<file path="src/rtl/ebr_stream_reader.sv">
// Streams a contiguous block of EBR words out over a valid/ready interface,
// buffering read data in a 2-entry first-word-fall-through FIFO.
module ebr_stream_reader #(
  parameter int ADDR_W = 10,
  parameter int DATA_W = 16
) (
  input  logic              clk,
  input  logic              resetn,
  input  logic              start,
  input  logic [ADDR_W-1:0] base_addr,
  input  logic [ADDR_W:0]   length,
  output logic              busy,
  output logic              done,
  output logic              ram_re,
  output logic [ADDR_W-1:0] ram_raddr,
  input  logic [DATA_W-1:0] ram_rdata,
  output logic              m_valid,
  output logic [DATA_W-1:0] m_data,
  output logic              m_last,
  input  logic              m_ready
);

  typedef enum logic [1:0] {S_IDLE, S_READ, S_DRAIN, S_DONE} state_t;

  state_t            r_state, w_state_nxt;
  logic [ADDR_W-1:0] r_addr;
  logic [ADDR_W:0]   r_remain;
  logic              r_inflight, r_inflight_last;
  logic [DATA_W-1:0] r_fdata [2];
  logic [1:0]        r_flast;
  logic              r_wptr, r_rptr;
  logic [1:0]        r_count;

  logic [1:0] w_occ;
  logic       w_head_vld, w_valid, w_pop, w_issue, w_bypass, w_store, w_deq, w_last_rd;

  // Occupancy counts words held plus the one read whose data lands this cycle.
  assign w_occ      = r_count + {1'b0, r_inflight};
  assign w_head_vld = (r_count != 2'd0);
  assign w_valid    = w_head_vld | r_inflight;
  assign w_pop      = w_valid & m_ready;
  assign w_last_rd  = (r_remain == (ADDR_W+1)'(1));
  assign w_issue    = (r_state == S_READ) && (r_remain != '0) &&
                      ((w_occ < 2'd2) || w_pop);
  // Incoming word goes straight out when nothing is queued ahead of it.
  assign w_bypass   = r_inflight & ~w_head_vld & w_pop;
  assign w_store    = r_inflight & ~w_bypass;
  assign w_deq      = w_pop & w_head_vld;

  always_comb begin
    w_state_nxt = r_state;
    case (r_state)
      S_IDLE:  if (start) w_state_nxt = (length == '0) ? S_DONE : S_READ;
      S_READ:  if (w_issue && w_last_rd) w_state_nxt = S_DRAIN;
      // Leave once the final word is leaving this cycle, so done follows the m_last beat.
      S_DRAIN: if ((w_occ == 2'd0) || ((w_occ == 2'd1) && w_pop)) w_state_nxt = S_DONE;
      S_DONE:  w_state_nxt = S_IDLE;
      default: w_state_nxt = S_IDLE;
    endcase
  end

  always_ff @(posedge clk or negedge resetn) begin
    if (!resetn) begin
      r_state         <= S_IDLE;
      r_addr          <= '0;
      r_remain        <= '0;
      r_inflight      <= 1'b0;
      r_inflight_last <= 1'b0;
      r_fdata[0]      <= '0;
      r_fdata[1]      <= '0;
      r_flast         <= '0;
      r_wptr          <= 1'b0;
      r_rptr          <= 1'b0;
      r_count         <= '0;
    end else begin
      r_state <= w_state_nxt;
      if (r_state == S_IDLE && start) begin
        r_addr   <= base_addr;
        r_remain <= length;
      end else if (w_issue) begin
        r_addr   <= r_addr + 1'b1;
        r_remain <= r_remain - 1'b1;
      end
      r_inflight      <= w_issue;
      r_inflight_last <= w_issue & w_last_rd;
      if (w_store) begin
        r_fdata[r_wptr] <= ram_rdata;
        r_flast[r_wptr] <= r_inflight_last;
        r_wptr          <= ~r_wptr;
      end
      if (w_deq) r_rptr <= ~r_rptr;
      r_count <= r_count + {1'b0, w_store} - {1'b0, w_deq};
    end
  end

  assign busy      = (r_state != S_IDLE);
  assign done      = (r_state == S_DONE);
  assign ram_re    = w_issue;
  assign ram_raddr = r_addr;
  assign m_valid   = w_valid;
  assign m_data    = w_head_vld ? r_fdata[r_rptr] : (r_inflight ? ram_rdata : '0);
  assign m_last    = w_head_vld ? r_flast[r_rptr] : (r_inflight & r_inflight_last);

endmodule

</file>
<file path="config.mk">
export PLATFORM = sky130hd
export DESIGN_NAME = ebr_stream_reader
export DESIGN_NICKNAME = d
export VERILOG_FILES = /design/src/rtl/ebr_stream_reader.sv
export SDC_FILE = /design/constraint.sdc
export NUM_CORES = 1
export LEC_CHECK = 0
export ABC_AREA = 1
export BUFFER_PORTS_ARGS = -buffer_cell sky130_fd_sc_hd__buf_2
export CAP_MARGIN = 20
export CORE_MARGIN = 1.5
export CORE_UTILIZATION = 50
export DETAILED_ROUTE_END_ITERATION = 16
export PLACE_DENSITY = 0.86
export SYNTH_ARGS = -nofsm -noshare
export SYNTH_HDL_FRONTEND = slang
export SYNTH_SLANG_ARGS = --single-unit
</file>
<file path="constraint.sdc">
create_clock -name clk -period 1.4 [get_ports clk]
set_input_delay 0.28 -clock clk [delete_from_list [all_inputs] [get_ports clk]]
set_output_delay 0.28 -clock clk [all_outputs]
set_load 0.01 [all_outputs]
</file>
==> results of run 1 <==
[logic make-up after synthesis]
family | Yosys count
compound gates | 70
xor+xnor | 9
fa+ha+maj | 12
buf+inv | 70
flops | 63
simple gates | 235
[cell type report]
type	count	area, sq um
fill	319	867.1
timing repair buffer	162	1380
inverter	53	220.2
clock buffer	10	137.6
tap	96	120.1
multi-input combinational	326	2509
clock inverter	6	93.84
sequential	63	1579
[state kept, by name, summed over array words and instances, names as in the netlist]
signal / flops
r_count: 2
r_wptr: 1
r_inflight_last: 1
r_flast: 2
r_remain: 11
r_inflight: 1
r_fdata: 32
r_rptr: 1
r_state: 2
ram_raddr: 10
[cells in the final DEF, fill, tap and decap left out, types with 17 or more instances in the layout]
cell / count
inv_1: 42
o21a_1: 17
buf_2: 67
nor2_1: 51
dfrtp_1: 61
nand2_1: 69
buf_6: 25
buf_4: 51
nand2_2: 42
o21ai_2: 18
nand2_4: 23
[synth_stat cells, drive strengths merged (4+ instances only)]
cell | number | area share [%]
nand2 | 135 | 15
dfrtp | 63 | 43
nor2 | 59 | 6.8
inv | 52 | 5.5
o21ai | 31 | 4.3
nand3 | 30 | 5.1
o21a | 17 | 3.5
o32ai | 17 | 4.1
buf | 12 | 2.4
ha | 12 | 4.1
xor2 | 6 | 1.4
clkbuf | 5 | 0.51
nand4 | 4 | 0.69
[worst max path at each step]
stage | endpoint | startpoint | slack [ns] | cells past startpoint
final | m_data[5] | r_rptr | -0.58 | 5
after global routing | m_data[13] | r_rptr | -0.73 | 4
after CTS | ram_re | r_count[0] | -0.44 | 8
after detailed placement | r_count[0] | r_count[0] | -0.25 | 7
after global placement | r_count[0] | r_count[0] | -0.18 | 7
after floorplan | r_count[1] | r_count[0] | -0.09 | 8
[metal layers]
layer | vias up | global-route usage [%] | share of wire [%]
li1 | 1797 | - | -
met1 | 2000 | 35.80 | 35
met2 | 243 | 57.95 | 52
met3 | 71 | 6.437 | 7.6
met4 | 0 | 21.16 | 5.3
met5 | - | 0 | 0
[where the power goes]
group / switching [mW] / total [mW] / internal, mW
Sequential: 0.801 / 3.49 / 2.69
Combinational: 5.58 / 10.6 / 5.03
Clock: 0.855 / 1.92 / 1.06
[stage by stage]
stage               std cells  hold slack [ns]  total power [mW]  setup WS, ns
CTS                       706           0.1412             13.85       -0.4373
floorplan                 459         -0.01559             7.611      -0.09480
finish                    716           0.1385             16.01       -0.5843
global placement          664           0.3208             9.879       -0.1823
global route              716           0.1561             16.86       -0.7326
detailed placement        664           0.3299             10.24       -0.2463
[timing repair]
item | CTS | global route
hold endpoints to repair | 63 | 0
hold buffers | 1 | 0
endpoints found under the setup margin | 82 | 84
setup buffers | 20 | 18
pin swaps | 19 | 38
cloned | 6 | 1
resized for setup | 107 | 110
[worst max-delay path, stage by stage, from the launching register on]
cell and delay [ns]:
dfrtp_1 0.42, clkinv_2 0.14, buf_12 0.17, nor2_1 0.34
o32ai_2 0.12, buf_2 0.15
==> flow_summary.yaml, run 1 <==
logic_synthesis:
  synthesis.area_sq_um: 3648
  synth-edff-count: 0
  synth_cells: 459
  synth_ff_type: "dfrtp_1"
  synth-warning-count: 0
  synth_top_family_by_area: "simple AND/OR/NAND/NOR gates"
  synthArstFlopShare_pct: 100.0
  synth_cell_type_count: 35
  ys_ff_latch: 63
  yosysSeqAreaShare_pct: 43.21
  synth_simple_gate_area_share_pct: 29.12
  synth_fp_nets: 512
  synth_xor_area_share_pct: 2.160
  syn_avg_cell_area_sq_um: 7.949
  synth_compound_area_share_pct: 12.93
  synth.area.mux_share_pct: 0
  yosys.area_share.adder_pct: 4.115
finish:
  drive_above_1_share_pct: 53.87
  fin_util_pct: 87.45
  finalInstanceArea_sq_um: 6040
  syn2layout_area_growth_pct: 65.53
  antenna_cells: 0
  nNetsFinal: 668
routing:
  routed_via_density: 5.742
  drc: 0
  wirelength_um: 14360
  ant_nets: 0
  drtPass1Iterations: 5
  vias: 4111
  drt_iter0_markers: 245
  post_drt_wl_per_cell_um: 20.05
die:
  core-area_sq_um: 6907
  io_pins: 72
  dieWidth_um: 88.42
  start_util_pct: 52.83
  dieArea_sq_um: 7818
  row_count: 30
  die_h_um: 88.42
setup_path:
  reg2regPathDepth: 10
  worstPathArrival_ns: 1.70
  crit_path_start_kind: "register"
  worstSetupPathType: "reg2out"
  required_ns: 1.12
  crit_fanout: 13
  cp-end-kind: "output pin"
  rrSetupSlack_ns: -0.44
  r2r_start: "r_count[0]"
  r2r_end: "r_remain[9]"
sta:
  post-route-min-period_ns: 1.984
  finalSetupTns_ns: -25.97
  post-route-period-util_pct: 141.7
  rsz0062_at_grt: "yes"
  timing.slew.headroom_pct: 71.73
  tightest_slew_ns: 0.4196
  final-hold-violation-count: 0
  worst_clock_skew_ns: 0.009609
  maxSlewViolCount: 0
  setup_slack_ns: -0.5843
  fmax_ghz: 0.5040
  setup_viol: 83
min_path:
  whs_path_depth: 3
  hold_path_end: "ram_raddr[9]"
  hold_path_class: "in2reg"
  hp-start: "base_addr[9]"
place:
  portBuffers: 71
  hpwlAfterDp_um: 6466
  routabilityCongestion: 0.8269
  post_dp_cell_area_sq_um: 4646
clock_tree:
  clock_latency_ns: 0.36
  cts_root_buf: "clkbuf_8"
  cts_num_sinks: 63
  clk_path_buf_depth: 2
  numCtsBuffers: 9
  cts.clk_slew.worst_paths_ns: 0.08
  cts_tree: "yes"
  h-tree-depth: 3
global_route:
  grt_usage_pct: 32.75
  grt_pass1_vias: 4058
  antenna_found_initial: 0
  grt_pass1_wl_um: 19290
  grt_overflow: 0
  grt_max_degree: 64
pwr:
  p_per_area_nw_per_um2: 2651
  p_leak_nw: 2.984
  irDropWorstVdd_uv: 1495
run_status:
  status: "finished, violations left"
  violations: "negative setup slack"
flow_run:
  maxCapViolCount: 0
No activity file was read; power rests on OpenSTA's default activity.
==> inputs of run 2 (changes only) <==
--- a/config.mk
+++ b/config.mk
@@ -9,9 +9,9 @@
 export BUFFER_PORTS_ARGS = -buffer_cell sky130_fd_sc_hd__buf_2
 export CAP_MARGIN = 20
 export CORE_MARGIN = 1.5
-export CORE_UTILIZATION = 50
+export CORE_UTILIZATION = 55
 export DETAILED_ROUTE_END_ITERATION = 16
-export PLACE_DENSITY = 0.86
+export PLACE_DENSITY = 0.9
 export SYNTH_ARGS = -nofsm -noshare
 export SYNTH_HDL_FRONTEND = slang
 export SYNTH_SLANG_ARGS = --single-unit
==> constraint.sdc (replaced) <==
create_clock -name clk -period 2 [get_ports clk]
set_input_delay 0.4 -clock clk [delete_from_list [all_inputs] [get_ports clk]]
set_output_delay 0.4 -clock clk [all_outputs]
set_load 0.01 [all_outputs]
==> flow_summary.yaml, run 2 (synthesis gave the netlist of run 1 again) <==
setup_path:
  cp-end-kind: "output pin"
  worstSetupPathType: "reg2out"
  worstPathArrival_ns: 1.68
  crit_fanout: 5
  crit_path_start_kind: "register"
  required_ns: 1.60
sta:
  final-hold-violation-count: 0
  fmax_ghz: 0.4813
  setup_viol: 14
  tightest_slew_ns: 0.4693
  setup_slack_ns: -0.07791
  post-route-period-util_pct: 103.9
  maxSlewViolCount: 0
  rsz0062_at_grt: "yes"
  timing.slew.headroom_pct: 68.68
  worst_clock_skew_ns: 0.006240
  post-route-min-period_ns: 2.078
pwr:
  power.total_mw: 8.087
  irDropWorstVdd_uv: 1090
  p_leak_nw: 2.339
  p_per_area_nw_per_um2: 1739
clock_tree:
  clk_path_buf_depth: 2
  cts.clk_slew.worst_paths_ns: 0.07
  cts_root_buf: "clkbuf_8"
  cts_tree: "yes"
  clock_latency_ns: 0.35
  ctsHoldBuffers: 0
  numCtsBuffers: 9
  h-tree-depth: 3
  cts_num_sinks: 63
finish:
  layout_common_cells: "nand2_1, buf_2, dfrtp_1"
  largest_reg_flops: 32
  syn2layout_area_growth_pct: 27.47
  antenna_cells: 0
  instances_no_fill: 629
  nNetsFinal: 601
  drive_above_1_share_pct: 30.43
  fillers: 459
  mostFrequentLayoutCell: "nand2_1"
  regMostFlops: "r_fdata"
place:
  dp_slack_ns: 0.1797
  portBuffers: 71
  hpwlAfterDp_um: 5915
  place_inst: 602
  routabilityCongestion: 0.8589
die:
  dieWidth_um: 84.45
  die_h_um: 84.45
  dieArea_sq_um: 7131
  io_pins: 72
  row_count: 29
  start_util_pct: 57.13
  core-area_sq_um: 6386
run_status:
  violations: "negative setup slack"
  status: "finished, violations left"
global_route:
  grt_overflow: 0
  grt_usage_pct: 25.07
  grt_pass1_wl_um: 14440
  antenna_found_initial: 0
  grt_max_degree: 64
  grt_pass1_vias: 3281
routing:
  wirelength_um: 9127
  post_drt_wl_per_cell_um: 14.51
  ant_nets: 0
  drt_iter0_markers: 181
  routed_via_density: 5.512
  drc: 0
  vias: 3467
  drtPass1Iterations: 5
flow_run:
  maxCapViolCount: 0
min_path:
  hold_path_class: "in2async"
==> run 2: changes by cell type in the layout (fill, tap and decap cells not counted), sizes merged <==
cell         change
clkinv           -1
dlygate4sd3      -1
buf             -66
clkinvlp         -1
clkbuf           +1
==> run 2: layout make-up <==
cell class | count | area [sq um] | share of cell area [%]
Clock buffer | 11 | 141.4 | 3.040
Clock inverter | 4 | 70.07 | 1.507
Inverter | 53 | 205.2 | 4.412
Multi-Input combinational cell | 326 | 1968 | 42.32
Sequential cell | 63 | 1579 | 33.95
Tap cell | 77 | 96.34 | 2.072
Timing Repair Buffer | 95 | 590.6 | 12.70
==> run 2: where the power goes <==
part	leakage [nW]	total, mW	switching [mW]	internal [mW]
logic	1.47	4.46	2.52	1.94
registers	0.765	2.41	0.526	1.88
clock network	0.109	1.22	0.497	0.725
==> run 2: worst paths after layout <==
path / start / to / slack (ns) / cells after the start
worst max-delay path: r_count[0] / m_data[5] / -0.08 / 6
worst min-delay path: resetn / r_fdata[23] / 0.05 / 2
worst max register to register: r_inflight / r_remain[9] / 0.04 / 10
worst min register to register: r_wptr / r_wptr / 0.48 / 2
max in group asynchronous: resetn / r_count[1] / 1.66 / 2
min in group clk: base_addr[9] / ram_raddr[9] / 0.28 / 3
==> run 2: layer usage <==
layer  track usage [%]  vias to the layer above  share of wire (%)
met3             4.818                       24                5.8
met2             44.44                      140                 52
met1             30.42                     1639                 40
met4             9.238                        0                2.2
li1                  -                     1664                  -
met5                 0                        -                  0
==> run 2: repair_timing <==
action                     CTS  global route
buffers inserted             3             8
cloned                       0             1
setup endpoints to repair   18            18
pin swaps                    3             8
resized for setup           10            33
==> run 2: metrics by stage <==
| step | hold slack (ns) | TNS (ns) | util, % | instance area [sq um] |
|---|---|---|---|---|
| floorplan | 0.1044 | 0 | - | 3649 |
| global placement | 0.4364 | 0 | 64.17 | 4098 |
| detailed placement | 0.4387 | 0 | 64.17 | 4098 |
| CTS | 0.06944 | 0 | 68.42 | 4369 |
| global route | 0.08785 | -1.251 | 72.83 | 4651 |
| finish | 0.04708 | -0.1632 | 72.83 | 4651 |
==> run 2: critical path, cell delays in order (launching register included) <==
cell	delay, ns
dfrtp_1	0.42
buf_6	0.14
nor2_4	0.17
nand2_4	0.10
clkbuf_16	0.17
o32ai_1	0.14
buf_2	0.19
==> inputs of run 3 (changes only) <==
--- a/config.mk
+++ b/config.mk
@@ -5,13 +5,12 @@
 export SDC_FILE = /design/constraint.sdc
 export NUM_CORES = 1
 export LEC_CHECK = 0
-export ABC_AREA = 1
 export BUFFER_PORTS_ARGS = -buffer_cell sky130_fd_sc_hd__buf_2
 export CAP_MARGIN = 20
 export CORE_MARGIN = 1.5
 export CORE_UTILIZATION = 55
 export DETAILED_ROUTE_END_ITERATION = 16
-export PLACE_DENSITY = 0.9
+export PLACE_DENSITY_LB_ADDON = 0.15
 export SYNTH_ARGS = -nofsm -noshare
 export SYNTH_HDL_FRONTEND = slang
 export SYNTH_SLANG_ARGS = --single-unit
==> flow_summary.yaml, run 3 <==
logic_synthesis:
  post-synth-top-area-cell: "dfrtp_1"
  ys_ff_latch: 63
  synth_ff_type: "dfrtp_1"
  synth-warning-count: 0
  synth_top_cell_area_share_pct: 46.34
  yosysSeqAreaShare_pct: 46.34
  synth_cells: 323
  synth_area_leaders: "dfrtp_1, mux2_2, mux2i_1, ha_1, nand3_1"
  synth_fp_nets: 376
  syn_avg_cell_area_sq_um: 10.53
  synth_common_cells: "dfrtp_1, mux2_2, nand3_1, nor2_1, o21ai_0"
  synthArstFlopShare_pct: 100.0
  synth-edff-count: 0
  synth.most_common_cell: "dfrtp_1"
  synth_cell_type_count: 40
  synthesis.area_sq_um: 3402
setup_path:
  reg2regPathDepth: 8
  crit_path_start_kind: "register"
  worstPathArrival_ns: 1.67
  cp-end-kind: "output pin"
  r2r_start: "r_inflight"
  rrSetupSlack_ns: 0.11
  r2r_end: "r_remain[7]"
  required_ns: 1.60
  crit_fanout: 2
  worstSetupPathType: "reg2out"
die:
  row_count: 28
  io_pins: 72
  core-area_sq_um: 5956
  die_h_um: 81.65
  start_util_pct: 57.12
  dieArea_sq_um: 6666
  dieWidth_um: 81.65
sta:
  post-route-min-period_ns: 2.072
  tightest_slew_ns: 0.4031
  worst_clock_skew_ns: 0.009633
  rsz0062_at_grt: "yes"
  timing.slew.headroom_pct: 72.88
  setup_slack_ns: -0.07191
  final-hold-violation-count: 0
  fmax_ghz: 0.4826
  maxSlewViolCount: 0
  setup_viol: 1
  post-route-period-util_pct: 103.6
  finalSetupTns_ns: -0.07191
clock_tree:
  cts.clk_slew.worst_paths_ns: 0.08
  clock_latency_ns: 0.34
  ctsHoldBuffers: 0
  h-tree-depth: 3
  clk_path_buf_depth: 2
  numCtsBuffers: 9
  cts_num_sinks: 63
  cts_root_buf: "clkbuf_8"
  cts_tree: "yes"
global_route:
  grt_overflow: 0
  grt_usage_pct: 24.35
  grt_pass1_wl_um: 12250
  antenna_found_initial: 0
  grt_max_degree: 64
  grt_pass1_vias: 2740
routing:
  vias: 2769
  post_drt_wl_per_cell_um: 15.37
  routed_via_density: 5.571
  wirelength_um: 7639
  drtPass1Iterations: 4
  drc: 0
  ant_nets: 0
  drt_iter0_markers: 75
place:
  place_inst: 473
  hpwlAfterDp_um: 5179
  routabilityCongestion: 0.8542
  post_dp_cell_area_sq_um: 3973
  portBuffers: 71
run_status:
  violations: "negative setup slack"
  status: "finished, violations left"
finish:
  drive_above_1_share_pct: 40.05
  syn2layout_area_growth_pct: 27.95
  layout_common_cells: "buf_2, dfrtp_1, mux2_2"
  largest_reg_flops: 32
  finalInstanceArea_sq_um: 4353
  fin_util_pct: 73.09
  nNetsFinal: 470
  antenna_cells: 0
  instances_no_fill: 497
  mostFrequentLayoutCell: "buf_2"
  fillers: 469
  regMostFlops: "r_fdata"
pwr:
  irDropWorstVdd_uv: 1038
  p_leak_nw: 1.957
  power.total_mw: 7.379
  p_per_area_nw_per_um2: 1695
min_path:
  hold_path_class: "in2async"
flow_run:
  maxCapViolCount: 0
==> run 3: cell types whose count changed after synthesis, sizes merged, moves of 16 or more <==
cell and change:
mux2i +20, inv -43, nand2 -122, nor2 -32, o32ai -17, mux2 +35, o21a -16
==> run 3: repair_timing <==
item	CTS	global route
gates cloned	0	0
endpoints found under the setup margin	18	26
gates resized for setup	14	20
hold endpoints to repair	0	0
buffers inserted	7	1
pin swaps	3	5
==> run 3: worst max path at each step <==
stage                         to        start  slack [ns]
after global placement    ram_re   r_count[0]        0.12
final                     ram_re   r_inflight       -0.07
after detailed placement  ram_re   r_count[0]        0.11
after CTS                 ram_re   r_count[0]        -0.1
after floorplan           ram_re  r_remain[0]        0.14
after global routing      ram_re  r_remain[1]       -0.12
==> run 3: area by class of cell <==
class                   count  area [sq um]  share of cell area [%]
clock buffers              11         141.4                   3.248
multi-input cells         235          1769                   40.64
clock inverters             5         81.33                   1.868
repair buffers             99         653.1                   15.00
inverters                   9         36.28                  0.8336
flip-flops and latches     63          1578                   36.25
well taps                  75         93.84                   2.156
==> run 3: worst max-delay path, stage by stage (launching register included) <==
cell and delay, ns:
dfrtp_1 0.39, ha_2 0.20, or3b_4 0.38, o311a_4 0.15, nand2_4 0.08, inv_4 0.04, buf_6 0.11
==> run 3: cell families after synthesis <==
| logic type | synth area share (%) |
|---|---|
| DFF | 46.34 |
| xor gates and xnor gates | 4.377 |
| AOI/OAI and AO/OA | 8.900 |
| buffers and inverters | 3.310 |
| adders and majority gates | 4.413 |
| and+or+nand+nor | 15.19 |
| muxes | 17.47 |
==> run 3: power by group <==
part	internal (mW)	leakage, nW	switching (mW)
Combinational	1.88	1.11	1.85
Sequential	1.91	0.740	0.497
Clock	0.736	0.110	0.502
==> run 3: per-stage QoR <==
stage | hold WS, ns | worst slack (ns)
2_1_floorplan | 0.1044 | 0.1435
3_3_place_gp | 0.4392 | 0.1247
3_5_place_dp | 0.4404 | 0.1064
4_1_cts | 0.07588 | -0.09695
5_1_grt | 0.09213 | -0.1218
6_report | 0.05095 | -0.07191
==> run 3: metal layers <==
metal  vias to the layer above  global-route usage [%]  part of all wire, %
met5                         -                       0                    0
met2                        64                   41.90                   49
met1                      1338                   29.58                   46
met4                         0                   11.69                  1.8
li1                       1355                       -                    -
met3                        12                   4.222                  3.3
